**src/rtl/l2_lookup.sv**
```systemverilog
// L2 set-lookup sequencer: reads a set via localmem/l2_bufs, then
// reports hit way, first empty way and round-robin victim to the L2 FSM.
package l2_pkg;
    typedef logic [19:0] l2_tag_t;
    typedef logic [1:0]  state_t;
    localparam state_t ST_INVALID = 2'd0;
endpackage

module l2_lookup
    import l2_pkg::*;
#(
    parameter int WAYS        = 8,
    parameter int WORDS       = 4,
    parameter int LMEM_RD_LAT = 1,
    localparam int WW         = $clog2(WAYS)
) (
    input  logic          clk,
    input  logic          rst,
    input  logic          lookup_req_valid,
    output logic          lookup_req_ready,
    input  l2_tag_t       lookup_tag,
    output logic          lmem_rd_en,
    output logic          rd_set_into_bufs,
    input  l2_tag_t       tags_buf [WAYS],
    input  state_t        states_buf [WAYS][WORDS],
    output logic          lookup_resp_valid,
    input  logic          lookup_resp_ready,
    output logic          lookup_hit,
    output logic [WW-1:0] lookup_hit_way,
    output logic          lookup_multi_hit,
    output logic          lookup_empty_found,
    output logic [WW-1:0] lookup_empty_way,
    output logic [WW-1:0] lookup_evict_way
);

    localparam int CW        = $clog2(LMEM_RD_LAT + 1);
    localparam int WAIT_LAST = (LMEM_RD_LAT > 1) ? LMEM_RD_LAT - 2 : 0;

    typedef enum logic [2:0] {
        S_IDLE,
        S_WAIT,
        S_LOAD,
        S_CMP,
        S_RESP
    } fsm_t;

    fsm_t          state, state_nxt;
    logic [CW-1:0] cnt, cnt_nxt;
    l2_tag_t       tag_q;
    logic          hit_q, multi_q, empty_q;
    logic [WW-1:0] hit_way_q, empty_way_q, evict_q;

    logic          hit_c, multi_c, empty_c, way_vld;
    logic [WW-1:0] hit_way_c, empty_way_c;

    logic req_hs, resp_hs;

    assign req_hs  = (state == S_IDLE) && lookup_req_valid;
    assign resp_hs = (state == S_RESP) && lookup_resp_ready;

    // Lowest index wins for both the hit and the empty way.
    always_comb begin
        hit_c       = 1'b0;
        multi_c     = 1'b0;
        empty_c     = 1'b0;
        hit_way_c   = '0;
        empty_way_c = '0;
        way_vld     = 1'b0;
        for (int w = 0; w < WAYS; w++) begin
            way_vld = 1'b0;
            for (int k = 0; k < WORDS; k++) begin
                if (states_buf[w][k] != ST_INVALID) way_vld = 1'b1;
            end
            if (way_vld && tags_buf[w] == tag_q) begin
                if (hit_c) begin
                    multi_c = 1'b1;
                end else begin
                    hit_c     = 1'b1;
                    hit_way_c = WW'(w);
                end
            end
            if (!way_vld && !empty_c) begin
                empty_c     = 1'b1;
                empty_way_c = WW'(w);
            end
        end
    end

    always_comb begin
        state_nxt = state;
        cnt_nxt   = cnt;
        case (state)
            S_IDLE: begin
                if (lookup_req_valid) begin
                    cnt_nxt   = '0;
                    state_nxt = (LMEM_RD_LAT > 1) ? S_WAIT : S_LOAD;
                end
            end
            S_WAIT: begin
                if (cnt == CW'(WAIT_LAST)) state_nxt = S_LOAD;
                else cnt_nxt = cnt + CW'(1);
            end
            S_LOAD:  state_nxt = S_CMP;
            S_CMP:   state_nxt = S_RESP;
            S_RESP:  if (lookup_resp_ready) state_nxt = S_IDLE;
            default: state_nxt = S_IDLE;
        endcase
    end

    always_ff @(posedge clk or negedge rst) begin
        if (!rst) begin
            state       <= S_IDLE;
            cnt         <= '0;
            tag_q       <= '0;
            hit_q       <= 1'b0;
            multi_q     <= 1'b0;
            empty_q     <= 1'b0;
            hit_way_q   <= '0;
            empty_way_q <= '0;
            evict_q     <= '0;
        end else begin
            state <= state_nxt;
            cnt   <= cnt_nxt;
            if (req_hs) tag_q <= lookup_tag;
            if (state == S_CMP) begin
                hit_q       <= hit_c;
                multi_q     <= multi_c;
                empty_q     <= empty_c;
                hit_way_q   <= hit_way_c;
                empty_way_q <= empty_way_c;
            end
            // Victim only consumed when the set is full and missed.
            if (resp_hs && !hit_q && !empty_q) evict_q <= evict_q + WW'(1);
        end
    end

    assign lookup_req_ready   = (state == S_IDLE);
    assign lmem_rd_en         = req_hs;
    assign rd_set_into_bufs   = (state == S_LOAD);
    assign lookup_resp_valid  = (state == S_RESP);
    assign lookup_hit         = hit_q;
    assign lookup_hit_way     = hit_way_q;
    assign lookup_multi_hit   = multi_q;
    assign lookup_empty_found = empty_q;
    assign lookup_empty_way   = empty_way_q;
    assign lookup_evict_way   = evict_q;

endmodule

```
**config.mk**
```make
export PLATFORM = sky130hd
export DESIGN_NAME = l2_lookup
export DESIGN_NICKNAME = d
export VERILOG_FILES = /design/src/rtl/l2_lookup.sv
export SDC_FILE = /design/constraint.sdc
export NUM_CORES = 1
export LEC_CHECK = 0
export CORE_AREA = 2 2 102 104
export DETAILED_ROUTE_END_ITERATION = 10
export DIE_AREA = 0 0 104 106
export PLACE_DENSITY = 0.85
export SYNTH_ARGS = -nofsm -noshare
export SYNTH_HDL_FRONTEND = slang
export SYNTH_SLANG_ARGS = --single-unit
export TNS_END_PERCENT = 20
```
**constraint.sdc**
```tcl
create_clock -name clk -period 4.75 [get_ports clk]
set_input_delay 0.475 -clock clk [delete_from_list [all_inputs] [get_ports clk]]
set_output_delay 0.475 -clock clk [all_outputs]
set_load 0.02 [all_outputs]
```
======== After elaboration in Yosys (flattened, before gate mapping) ========
Index checks and enable logic that the tools add are counted.
word-level totals
  flip-flop bits (word level) ............. 36
  input port bits ......................... 248
  output and inout bits ................... 16
  logic and storage cells ................. 186
operators by class
  $add $sub $neg .......................... 2
  equal/unequal tests ..................... 15
  multiplexer cells ....................... 90
  reductions and logical operators ........ 70
operator list
  cell                   number
  $eq A20 B20 Y1         8
  $mux W1                67
  $reduce_bool A2 Y1     33
  $mux W3                21
  $logic_and A1 B1 Y1    19
  $logic_not A1 Y1       15
  $pmux W3 S5            1
  $eq A3 B2 Y1 const B   2
  $ne A2 B2 Y1 const B   2
  $add A3 B1 Y3 const B  1
  $eq A3 B1 Y1 const B   1
  $eq A3 B3 Y1 const B   1
  $logic_not A3 Y1       1
  $reduce_and A3 Y1      1
  $ne A2 B1 Y1 const B   1
  $pmux W1 S2            1
  $reduce_and A2 Y1      1
  $add A1 B1 Y1 const B  1

======== Longest topological paths before layout ========
Gate-level depths: netlist of the first run.
  word-level depth ........................ 26
  depth in mapped cells ................... 9

======== Worst setup path after synthesis of the first run ========
No wires, ideal clock.
  path type ............................... input to register
  start ................................... in states_buf[27] (netlist name)
  end ..................................... reg multi_q, in the netlist lookup_multi_hit
  library setup time ...................... 0.125 ns
  data arrival time ....................... 1.945 ns
  data required time ...................... 4.625 ns
  slack ................................... 2.680 ns
  stages .................................. 7
  path through ............................ or4_4 -> nor2_4 -> nor3_2 -> or2_4 -> maj3_2 -> o211ai_2 -> o21ai_1
between the ends
  cells in the longest elaborated chain, start to end .. 11
  elaborated cells between the ends (all ways) .. 14
  classes of those cells .................. 12 x mux; 2 x reduce/logical
RTL lines
  what                       line  text
  from (decl)                25    input state_t states_buf [WAYS][WORDS],
  $reduce_bool A2 Y1 (*)     72    if (states_buf[w][k] != ST_INVALID) way_vld = 1'b1;
  $mux W1 (*) (2 in series)  72
  $logic_and A1 B1 Y1 (*)    74    if (way_vld && tags_buf[w] == tag_q) begin
  $mux W1                    74
  $mux W1                    75    if (hit_c) begin
  $mux W1                    74
  $mux W1                    75
  $mux W1                    74
  $mux W1                    75
  $mux W1 (*)                74
  to (signal assigned)       127   multi_q <= multi_c;
  to (decl)                  50    logic hit_q, multi_q, empty_q;
Every way passes the cells marked *; elsewhere a longest branch is shown, timed or not.
A chain may end at the register's enable or synchronous reset.

======== Worst setup path after layout of the first run ========
  start ................................... reg state[1]
  end ..................................... out lmem_rd_en
between the ends
  cells in the longest elaborated chain, start to end .. 2
RTL lines
  what                    line  text
  from (decl)             47    fsm_t state, state_nxt;
  from (signal assigned)  122   state <= state_nxt;
  $logic_not A3 Y1        58    assign req_hs = (state == S_IDLE) && lookup_req_valid;
  $logic_and A1 B1 Y1     58
  to (decl)               22    output logic lmem_rd_en,
No other way between the ends.

==> run_results.csv, run 1 <==
group,metric,value,unit
run_status,outcome,"finished, final reports clean",
power,intPower,1.282,mW
critical_path,critPathRequiredTime,4.28,ns
timing,finalSetupViolations,0,
route,avgRoutedWirePerCell,20.44,microns
clock_network,cts_resized,0,
synthesis,synth_edf_count,0,
placed_design,portBuffers,263,
power,switching_share,0.4504,
timing,slew_headroom,0.4752,
placed_design,hpwl,13.36,mm
clock_network,clock_path_buffers,2,
power,p_switching,1.051,mW
synthesis,synth_area_leader_cell,"xor2_1",
synthesis,avgSynthCellArea,9.268,sq um
die,die-area,11020,sq um
die,core_area,10000,sq um
grt,antenna_found_initial,1,
die,start_util,0.3661,
grt,grt_overflow,0,
layout,nets,890,
clock_network,cts_tree,"yes",
timing,hold_viol_final,0,
power,power.density,367.3,nW/um^2
job,maxCapViolCount,0,
timing,period_minus_slack,2.575,ns
clock_network,ctsHoldBuffers,0,
synthesis,syn_inst,395,
synthesis,async_flop_share,1.000,
clock_network,htreeDepth,2,
layout,finalNonFillerCells,779,
clock_network,cts_made_buffers,5,
power,leakagePower,2.396,nW
synthesis,ys.warnings.count,0,
timing,timing.final.crit_share,0.5421,
clock_network,cts_setup_buffers,0,
die,pin_count,264,
timing,rsz0062_at_grt,"no",
power,ir_drop,0.3193,mV
critical_path,setup.worst_path.end_class,"output port",
min_path,hold_path_class,"primary input to async pin",
synthesis,syn-num-nets,644,
critical_path,path_class,"register to output port",
grt,grt_pass1_vias,4169,
timing,worst_slew_pin_slew,0.7872,ns
route,dr.first_iter.drc_count,162,
critical_path,cp_max_fo,21,
critical_path,startpoint_type,"register",
synthesis,ys_types,43,
synthesis,ys.flop_type,"dfrtp_1",
route,dr.pass1.iters,4,
die,row_count,37,
route,vias_per_cell,5.047,
layout,areaGrowthSynthToFinish,73.48,%
power,power.share.combinational,0.524,
clock_network,clock-root-buffer,"clkbuf_8",
power,total_power,2.333,mW
synthesis,synth_area_leaders,"xor2_1 25%, dfrtp_1 24%, xnor2_1 14%, mux2_2 6.5%, nor4_1 5.8%",
layout,drive_gt1_frac,0.06386,
route,drc_errors,0,
synthesis,syn_area,3661,sq um
clock_network,clkLatencyLatePin,0.28,ns
timing,final.setup.tns,0,ns
die,die_h,106,microns
power,pwr-share-clk,0.087,
timing,setup_slack,2.175,ns
placed_design,post-place-ws,2.013,ns
timing,maxSlewViolCount,0,
route,routed_wl,15.93,mm
grt,grt_pass1_wl,23.97,mm
critical_path,critPathArrivalTime,2.10,ns
clock_network,cts.sinks,35,
grt,grt_start_max_net_pins,36,
timing,skew,0.006806,ns
synthesis,yosys_register_bits,35,
route,ant_nets,0,
route,vias,3932,
timing,fmax,388.3,MHz
placed_design,placedCellCount,770,
power,sequentialPowerShare,0.388,
grt,grt_usage,0.2853,
synthesis,yosysTopAreaCellShare,0.2488,
die,fp.dieW,104,microns
clock_network,path_clk_slew,0.07,ns
placed_design,gp_congestion,0.9792,
synthesis,ys_seq_area_frac,0.2392,
## layout by cell type (no fill, tap or decap), drive strengths merged
master         synthesis  routed
nand4                 21      21
xor2                 104     104
a211oi                 1       1
o31ai                  4       4
nor3b                  2       2
diode                  0       1
clkbuf                 3       7
o21ai                  7       7
nor3                  12      12
or4                   10      10
and3                   2       2
o22ai                  1       1
nand3b                 1       1
clkdlybuf4s50          0     262
a211o                  1       1
nand3                  2       2
or2                    2       2
o22a                   2       2
xnor2                 58      58
o21bai                 2       2
a21oi                  5       5
and2                   1       1
nor2                  15      15
nor2b                  1       1
nand2                 13      13
o211ai                 2       2
clkinv                 0       1
ha                     1       1
maj3                   1       1
nor4                  34      34
inv                    6       6
mux2                  21      21
nand2b                 1       1
dfrtp                 35      35
buf                   22       2
and3b                  1       1
mux2i                  1       1
## area by class of cell
cell class | count | area (sq um)
repair buffers | 264 | 2635
fillers | 853 | 3649
well taps | 136 | 170.2
diodes | 1 | 2.502
clock buffers | 7 | 76.32
inverters | 6 | 22.52
clock inverters | 1 | 5.005
multi-input cells | 329 | 2564
flip-flops and latches | 35 | 875.8
## routing by layer
metal,part of all wire,track usage,up-vias
met2,0.50,0.5164,162
met3,0.064,0.05947,28
met1,0.40,0.3335,1879
li1,-,-,1863
met5,0,0,-
met4,0.033,0.1014,0
## final timing paths
| check | start | depth (start not counted) | slack (ns) | end |
|---|---|---|---|---|
| hold / removal | rst | 1 | 0.28 | tag_q[4] |
| setup reg to reg | tag_q[2] | 8 | 2.20 | lookup_multi_hit |
| hold reg to reg | lookup_evict_way[2] | 1 | 0.49 | lookup_evict_way[2] |
| min in group clk | lookup_evict_way[2] | 1 | 0.49 | lookup_evict_way[2] |
| max in group asynchronous | rst | 1 | 3.97 | tag_q[1] |
| setup / recovery | state[1] | 4 | 2.17 | lmem_rd_en |
## cell families after synthesis
family / share of synthesized area
XOR/XNOR: 0.3876
adder cells (fa/ha/maj): 0.006493
flip-flops: 0.2392
AND/OR/NAND/NOR: 0.1938
AO/OA/AOI/OAI: 0.04511
buffers and inverters: 0.06049
multiplexers: 0.06733
## worst max-delay path: stages, from the launching register on
cell,delay [ns]
dfrtp_1,0.44
nor3_1,0.27
and2_1,0.16
buf_4,0.27
clkdlybuf4s50_1,0.67
## synth_stat cells, types with 3 or more instances
master,count
mux2_2,21
o21ai_0,5
nand2_1,13
nand4_1,21
buf_4,11
nor3_1,8
buf_6,8
buf_2,3
xnor2_1,58
nor2_1,13
clkbuf_1,3
inv_1,6
dfrtp_1,35
xor2_1,104
a21oi_1,5
nor3_2,4
or4_1,8
o31ai_1,4
nor4_1,34
## power groups by stage
stage	Sequential [mW]	Clock, mW	Combinational, mW
after floorplan	0.499	0	1.20
after CTS	0.903	0.210	1.23
final	0.906	0.203	1.22
after global routing	0.930	0.221	1.35
after global placement	0.912	0	1.19
after detailed placement	0.911	0	1.22
## state kept, by name, summed over array words and instances (netlist names)
| signal | cells |
|---|---|
| lookup_evict_way | 3 |
| lookup_hit_way | 3 |
| lookup_hit | 1 |
| state | 3 |
| lookup_empty_way | 3 |
| lookup_empty_found | 1 |
| tag_q | 20 |
| lookup_multi_hit | 1 |
## stage by stage
| step | hold WS, ns | cell area [sq um] | util |
|---|---|---|---|
| 6_report | 0.2766 | 6351 | 0.6351 |
| 5_1_grt | 0.3379 | 6351 | 0.6351 |
| 4_1_cts | 0.2904 | 6349 | 0.6349 |
| 2_1_floorplan | 0.1794 | 3661 | - |
| 3_5_place_dp | 0.4862 | 6267 | 0.6268 |
| 3_3_place_gp | 0.4638 | 6267 | 0.6268 |
(Power assumes the default switching activity.)
==> run 2: changes to the inputs <==
Settings changed: CORE_AREA 2 2 102 104 to default, CORE_UTILIZATION from default to 32, DIE_AREA 0 0 104 106 to default, PLACE_DENSITY 0.85 to 0.78.
Clock period 4.75 ns to 2.2 ns, I/O delays scaled along.
==> run 2 against run 1 <==
The run now ends with negative setup slack left. Utilization is 0.41 points higher. Setup slack worse by 2.2 ns. Hold slack worse by 0.24 ns. Register-to-register slack worse by 2.3 ns. Non-clock buffer count up 57. Power grew to 2.7 times the previous value. Count of clock-buffer cells in the layout fell by 1. Clock skew shrank 0.0013 ns. Largest cell class unchanged. Flip-flop and latch count is the same.
==> run_results.csv, run 2 (synthesis gave the netlist of run 1 again) <==
group,metric,value,unit
run_status,violations,"negative setup slack",
layout,top_register,"tag_q",
route,vias_per_cell,4.957,
critical_path,crit_family,"simple AND/OR/NAND/NOR gates",
grt,grt_overflow,0,
timing,timing.final.crit_share,1.034,
clock_network,cts_made_buffers,5,
min_path,hold_path_class,"primary input to async pin",
layout,antennaDiodeCount,0,
run_status,outcome,"finished, violations left",
clock_network,cts.sinks,35,
layout,ff_latch_area,898.4,sq um
grt,grt_usage,0.2709,
layout,nets,947,
critical_path,critPathRequiredTime,2.40,ns
grt,grt_pass1_wl,23.67,mm
die,fp.dieW,109.0,microns
die,die_h,109.0,microns
critical_path,worst_path_max_delay_cell,"dfrtp_2",
power,leakagePower,2.722,nW
critical_path,crit_chain,"xor2_1 > nor4_2 > buf_4 > nand4_1 > nor3_4 > buf_4 > nor3_1 > nor2_1 > nor3_1 > o21ai_1",
route,routed_wl,16.52,mm
power,power.density,898.3,nW/um^2
placed_design,gp_congestion,0.8868,
placed_design,post-place-ws,-0.3071,ns
grt,grt_pass1_vias,4393,
clock_network,htreeDepth,2,
die,pin_count,264,
job,maxCapViolCount,0,
route,met3_length,1.234,mm
route,met2WireLength,8.270,mm
timing,period_minus_slack,2.275,ns
layout,final_cell_mix,"262 x clkdlybuf4s50_1, 104 x xor2_1, 58 x xnor2_1",
die,core_area,10980,sq um
route,avgRoutedWirePerCell,19.71,microns
layout,finalNonFillerCells,838,
clock_network,clock_path_buffers,2,
timing,rsz0062_at_grt,"yes",
grt,antenna_found_initial,0,
critical_path,reg2reg_depth,10,
layout,fillCellCount,923,
timing,skew,0.005529,ns
power,total_power,6.306,mW
critical_path,critPathArrivalTime,2.48,ns
placed_design,hpwl,13.68,mm
route,top_layer_used,"met4",
power,ir_drop,0.5429,mV
die,row_count,38,
critical_path,crit_buf_inv,2,
timing,hold_viol_final,0,
route,ant_nets,0,
route,met1Wirelength,6.469,mm
layout,final_common_cell,"clkdlybuf4s50_1",
placed_design,portBuffers,263,
timing,fmax,439.6,MHz
timing,finalSetupViolations,4,
critical_path,setup.worst_path.end_class,"register",
clock_network,clkLatencyLatePin,0.27,ns
critical_path,path_class,"register to register",
clock_network,cts_tree,"yes",
layout,largest_register_ffs,20,
route,drc_errors,0,
timing,slew_headroom,0.4622,
critical_path,cp.depth,10,
timing,worst_slew_pin_slew,0.8067,ns
layout,multi_input_area,2639,sq um
grt,grt_start_max_net_pins,36,
critical_path,cpPeakStageDelay,0.50,ns
clock_network,path_clk_slew,0.06,ns
die,die-area,11870,sq um
critical_path,startpoint_type,"register",
route,vias,4154,
route,dr.first_iter.drc_count,160,
placed_design,placedCellCount,820,
timing,setup_slack,-0.07502,ns
clock_network,clock-root-buffer,"clkbuf_16",
route,dr.pass1.iters,4,
critical_path,cp_max_fo,8,
die,start_util,0.3333,
layout,drive_gt1_frac,0.1819,
layout,areaGrowthSynthToFinish,91.76,%
timing,maxSlewViolCount,0,
-- run 2: cell types whose count changed in the layout (fill, tap and decap cells not counted), sizes merged --
cell,previous run,this run
buf,2,59
clkbuf,7,6
diode,1,0
-- run 2: worst reg2reg max path: stages (launching register included) --
cell and delay, ns:
dfrtp_2 0.50, xor2_1 0.19, nor4_2 0.39, buf_4 0.18, nand4_1 0.15, nor3_4 0.24
buf_4 0.17, nor3_1 0.04, nor2_1 0.13, nor3_1 0.07, o21ai_1 0.15
-- run 2: cell type report --
cell class | count | area share
multi-input cells | 329 | 0.3759
clock inverters | 1 | 0.0007129
inverters | 6 | 0.003208
well taps | 140 | 0.02495
flip-flops and latches | 35 | 0.1280
repair buffers | 321 | 0.4475
clock buffers | 6 | 0.01978
-- run 2: repair_timing --
item,in CTS,in global routing
resized for setup,24,9
endpoints found under the setup margin,5,5
pin swaps,9,8
buffers inserted,8,3
hold buffers,0,0
endpoints found under the hold margin,0,0
-- run 2: metrics by stage --
step / hold slack, ns / util / setup TNS (ns) / instance area, sq um
CTS: 0.07620 / 0.6337 / -0.04758 / 6960
finish: 0.03867 / 0.6392 / -0.1094 / 7020
floorplan: -0.07559 / - / 0 / 3661
global placement: 0.3481 / 0.6071 / -0.8333 / 6668
detailed placement: 0.3628 / 0.6071 / -1.207 / 6668
global route: 0.1041 / 0.6392 / -0.3304 / 7020
-- run 2: final timing paths --
kind	to	startpoint	slack (ns)
min in group clk	lookup_evict_way[2]	lookup_evict_way[2]	0.48
max in group asynchronous	tag_q[1]	rst	1.60
setup / recovery	lookup_multi_hit	tag_q[17]	-0.08
hold reg to reg	lookup_evict_way[2]	lookup_evict_way[2]	0.48
hold / removal	tag_q[5]	rst	0.04
setup reg to reg	lookup_multi_hit	tag_q[17]	-0.08
-- run 2: per-layer routing --
metal  up-vias  GRT usage
met5         -          0
met4         0    0.09942
met3        40    0.05081
met2       187     0.4825
met1      1955     0.3207
li1       1972          -
-- run 2: where the power goes --
| group | leakage [nW] | switching (mW) | internal (mW) |
|---|---|---|---|
| Sequential | 0.415 | 0.738 | 0.940 |
| Combinational | 2.23 | 1.63 | 2.31 |
| Clock | 0.0727 | 0.252 | 0.442 |
